## config.mk

```make
export PLATFORM = sky130hd
export DESIGN_NAME = lif_layer_scheduler
export DESIGN_NICKNAME = d
export VERILOG_FILES = /design/src/rtl/lif_layer_scheduler.sv
export SDC_FILE = /design/constraint.sdc
export NUM_CORES = 1
export LEC_CHECK = 0
export CORE_MARGIN = 3
export CORE_UTILIZATION = 54
export DETAILED_ROUTE_END_ITERATION = 7
export PLACE_DENSITY = 0.82
export SLEW_MARGIN = 10
export SYNTH_ARGS = -nofsm -noshare
export SYNTH_HDL_FRONTEND = slang
export SYNTH_SLANG_ARGS = --single-unit
export TNS_END_PERCENT = 30
```

## constraint.sdc

```tcl
create_clock -name clk -period 9.45 [get_ports clk]
set_input_delay 2.835 -clock clk [delete_from_list [all_inputs] [get_ports clk]]
set_output_delay 2.835 -clock clk [all_outputs]
set_load 0.005 [all_outputs]
```

## src/rtl/lif_layer_scheduler.sv

```systemverilog
// lif_layer_scheduler
// Steps N_NEURONS leaky integrate-and-fire neurons through one shared adder
// tree, one neuron per cycle. Each visited neuron's packed 2-bit input
// fields are summed. The membrane is then leaked, integrated, saturated and
// compared against the threshold.
//
// Ports:
//   clk        system clock, rising edge
//   rst_n      asynchronous active-low reset
//   start      request one integration step (accepted only when idle)
//   threshold  firing threshold, sampled on every RUN cycle
//   neuron_idx registered index of the neuron whose wx is consumed
//   wx         packed 2-bit inputs for neuron_idx (combinational source)
//   busy       high while a step is in flight (RUN and DONE)
//   done       one-cycle pulse; spikes are valid from this cycle on
//   spikes     bit i = neuron i fired in the last completed step
//
// state  | meaning
// IDLE   | waiting for start
// RUN    | consuming wx for neuron_idx, one neuron per cycle
// DONE   | step finished; done pulses on the way back to IDLE
module lif_layer_scheduler #(
  parameter  int N_STAGE    = 5,
  parameter  int N_NEURONS  = 4,
  parameter  int U_W        = 8,
  parameter  int LEAK_SHIFT = 1,
  localparam int WX_W  = 2 ** (N_STAGE + 1),
  localparam int S_W   = N_STAGE + 2,
  localparam int IDX_W = (N_NEURONS > 1) ? $clog2(N_NEURONS) : 1
) (
  input  logic                 clk,
  input  logic                 rst_n,
  input  logic                 start,
  input  logic [U_W-1:0]       threshold,
  output logic [IDX_W-1:0]     neuron_idx,
  input  logic [WX_W-1:0]      wx,
  output logic                 busy,
  output logic                 done,
  output logic [N_NEURONS-1:0] spikes
);

  localparam int N_FIELDS = 2 ** N_STAGE;
  // One guard bit above the wider operand so integration cannot wrap.
  localparam int C_W = ((U_W > S_W) ? U_W : S_W) + 1;
  localparam logic [C_W-1:0]   U_MAX = {{(C_W - U_W){1'b0}}, {U_W{1'b1}}};
  localparam logic [IDX_W-1:0] LAST  = IDX_W'(N_NEURONS - 1);

  typedef enum logic [1:0] {
    S_IDLE,
    S_RUN,
    S_DONE
  } state_t;

  state_t         state;
  logic [U_W-1:0] u_mem [N_NEURONS];

  logic [S_W-1:0] tree_sum;
  logic [U_W-1:0] u_cur;
  logic [U_W-1:0] leak;
  logic [C_W-1:0] u_ext;
  logic [U_W-1:0] u_next;
  logic           fire;

  always_comb begin
    tree_sum = '0;
    for (int f = 0; f < N_FIELDS; f++) begin
      tree_sum = tree_sum + S_W'(wx[2*f +: 2]);
    end
  end

  always_comb begin
    u_cur = u_mem[neuron_idx];
    // A shift of U_W or more would clear u entirely; treat it as "no leak".
    if (LEAK_SHIFT >= U_W) leak = '0;
    else                   leak = u_cur >> LEAK_SHIFT;
    // leak <= u_cur, so the subtraction never underflows.
    u_ext  = C_W'(u_cur) - C_W'(leak) + C_W'(tree_sum);
    u_next = (u_ext > U_MAX) ? U_MAX[U_W-1:0] : u_ext[U_W-1:0];
    fire   = (u_next >= threshold);
  end

  always_ff @(posedge clk or negedge rst_n) begin
    if (!rst_n) begin
      state      <= S_IDLE;
      neuron_idx <= '0;
      busy       <= 1'b0;
      done       <= 1'b0;
      spikes     <= '0;
      for (int i = 0; i < N_NEURONS; i++) u_mem[i] <= '0;
    end else begin
      done <= 1'b0;
      case (state)
        S_IDLE: begin
          if (start) begin
            state      <= S_RUN;
            neuron_idx <= '0;
            busy       <= 1'b1;
          end
        end
        S_RUN: begin
          spikes[neuron_idx] <= fire;
          u_mem[neuron_idx]  <= fire ? '0 : u_next;
          if (neuron_idx == LAST) begin
            state      <= S_DONE;
            neuron_idx <= '0;
          end else begin
            neuron_idx <= neuron_idx + 1'b1;
          end
        end
        S_DONE: begin
          // done lands in the first IDLE cycle; start is only accepted
          // at the edge after that one.
          done  <= 1'b1;
          busy  <= 1'b0;
          state <= S_IDLE;
        end
        default: begin
          state      <= S_IDLE;
          neuron_idx <= '0;
          busy       <= 1'b0;
        end
      endcase
    end
  end

endmodule

```

==> impl_metrics.py <==
metrics = {
    "critical_path": {
        "arrival_ps": 9770,
        "crit_start": "wx[37]",
        "worstSetupPathType": "primary input to register",
        "endpoint_kind": "register",
        "crit_top_cell": "fa_1",
        "crit_cells": 26,
        "crit_fanout": 5,
        "worstPathRequired_ps": 9660,
        "crit_end": "u_mem[2]",
        "path_buf_inv": 6,
        "r2r_slack_ps": 1520,
        "cp_top_family": "adder cells",
        "max_stage_delay_ps": 590,
        "start_kind": "primary input",
        "slowest_stage": "fa_2",
        "worstRegToRegCells": 26,
        "rr_startpoint": "neuron_idx[0]",
        "r2r_end": "u_mem[2]",
    },
    "logic_synthesis": {
        "synth_seq_cells": 42,
        "avgSynthCellArea_um2": 10.1,
        "synth-seq-area-share_pct": 23.0,
        "synth.largest_area_cell": "fa_1",
        "synth_cell_types": 37,
        "synthFlopType": "dfrtp_1",
        "synth_edf_count": 0,
        "synth_top_cell_area_share_pct": 26.7,
        "synth_area_leaders": "fa_1 (27%), dfrtp_1 (23%), ha_1 (16%)",
        "yosys_warnings": 0,
        "synthArstFlopShare_pct": 100,
        "syn-num-nets": 646,
        "synth.cell_area_um2": 4580,
        "synthCells": 452,
    },
    "layout": {
        "mostFrequentLayoutCells": "inv_1 (94), ha_1 (54), fa_1 (51), dfrtp_1 (42), clkdlybuf4s50_1 (36)",
        "final_core_util_pct": 74.1,
        "syn_to_final_growth_pct": 29.0,
        "fin_area_um2": 5900,
        "n_antenna_cell": 0,
        "final_common_cell": "inv_1",
        "fin_nets": 757,
        "drive_gt1_share_pct": 20.9,
    },
    "sta": {
        "worstMarginPinSlew_ps": 904,
        "fmax_ghz": 0.105,
        "hold_viol_final": 0,
        "tns_ps": -1200,
        "finalCriticalPeriod_ps": 9560,
        "finalCritPeriodShare_pct": 101,
        "skew_ps": 9.17,
        "rsz0062_at_grt": "yes",
        "setup_ws_ps": -106,
        "setup_viol": 26,
        "drv_slew": 0,
        "relSlewSlack_pct": 39.7,
    },
    "grt": {
        "grt_max_degree": 43,
        "antenna_found_initial": 0,
        "grt_pass1_vias": 3732,
        "grt_pass1_wl_um": 17600,
        "gr-total-overflow": 0,
        "grt_usage_pct": 22.8,
    },
    "place": {
        "placed_area_um2": 5720,
        "port_buffers": 82,
        "dp_hpwl_um": 8580,
        "gp_congestion": 0.861,
        "pre_cts_ws_ps": -759,
    },
    "clock_network": {
        "cts_max_path_buffers": 2,
        "clock-root-buffer": "clkbuf_8",
        "cts_num_sinks": 42,
        "cts_tree": "done",
        "hold_buffers": 0,
        "htree_num_levels": 2,
        "cts-buffers-inserted": 5,
        "clkLatencyLatePin_ps": 300,
        "clkTransAtPathRegs_ps": 80,
    },
    "run_status": {
        "outcome": "complete, but fails checks",
        "violations": "setup timing",
    },
    "drt": {
        "drcViolationCount": 0,
        "vias": 3446,
        "wl_um": 10300,
        "vias_per_cell": 5.17,
        "wire_per_inst_um": 15.5,
        "postRouteAntennaNets": 0,
        "first_pass_iters": 4,
        "drt_iter0_drc": 136,
    },
    "flow_run": {
        "cap_viol_max_count": 0,
    },
    "floorplan": {
        "die_h_um": 98.1,
        "ioPinCount": 83,
        "initial_utilization_pct": 57.4,
        "die_w_um": 98.1,
        "fp-row-count": 32,
        "dieArea_um2": 9620,
        "core-area_um2": 7970,
    },
    "hold_path": {
        "min_path_type": "register to register",
    },
}
per-stage QoR:
stage | instances | hold WS, ps
after CTS | 665 | 480
after detailed placement | 652 | 468
after global routing | 666 | 500
final | 666 | 475
after floorplan | 452 | 443
after global placement | 652 | 457
worst register-to-register path: stages, from the launching register on:
cell      delay (ps)
dfrtp_1          340
buf_4            250
mux4_2           570
inv_1            110
fa_1             430
fa_1             520
fa_1             580
fa_1             440
fa_1             530
inv_2             50
fa_1             460
fa_2             590
inv_2             60
fa_2             370
a211oi_4         300
o31ai_4          130
o31ai_4          250
xor2_2           280
nand2b_1         130
ha_1             330
a21o_1           170
a21o_1           160
a21oi_2          100
o31a_1           200
buf_6            140
a21bo_4          250
o21ai_2          140
cells in the mapped netlist (8+ instances only):
cell / count
a21oi_1: 9
a311oi_1: 8
clkbuf_1: 8
dfrtp_1: 42
fa_1: 61
ha_1: 58
inv_1: 114
mux4_2: 8
nand2_1: 33
nand2b_1: 8
nor2_1: 23
o21ai_0: 22
o21ai_1: 9
xnor2_1: 10
logic make-up after synthesis:
group                      share of synthesized area, %
AOI/OAI and AO/OA                                  9.57
xor gates and xnor gates                           2.62
adders and majority gates                          42.5
buffers and inverters                              10.3
DFF                                                23.0
muxes                                              4.18
and+or+nand+nor                                    7.85
how the worst min path moves through the flow:
stage                         from        to  slack, ps  cells after the start
after floorplan           state[1]  state[0]        440                      1
after global placement    u_mem[5]  u_mem[5]        460                      2
after detailed placement  state[1]      busy        470                      1
after CTS                 state[1]  state[0]        480                      1
after global routing      state[1]  state[0]        500                      1
final                     state[1]  state[0]        470                      1
sequential cells by signal (all words and copies together) (netlist names):
name / count
spikes: 4
state: 2
u_mem: 32
busy: 1
done: 1
neuron_idx: 2
timing repair:
action,CTS,global route
setup buffers,4,1
setup endpoints to repair,36,36
pin swaps,47,7
resized for setup,121,26
endpoints found under the hold margin,0,0
gates cloned,1,0
cell type report:
type | instances | area [um2]
clock buffers | 5 | 68.8
fillers | 548 | 2060
multi-input cells | 286 | 3210
repair buffers | 114 | 990
clock inverters | 3 | 21.3
flip-flops and latches | 42 | 1050
inverters | 114 | 430
well taps | 102 | 128
routing by layer:
metal | GRT usage, % | wire (um) | up-vias
li1 | - | - | 1640
met1 | 30.0 | 4320 | 1688
met2 | 39.9 | 5320 | 97
met3 | 3.43 | 440 | 21
met4 | 5.54 | 238 | 0
met5 | 0 | 0 | -
Power is left out: the tool's default activity adds up to more than one toggle a clock period on the data nets, which glitch-free logic cannot reach.
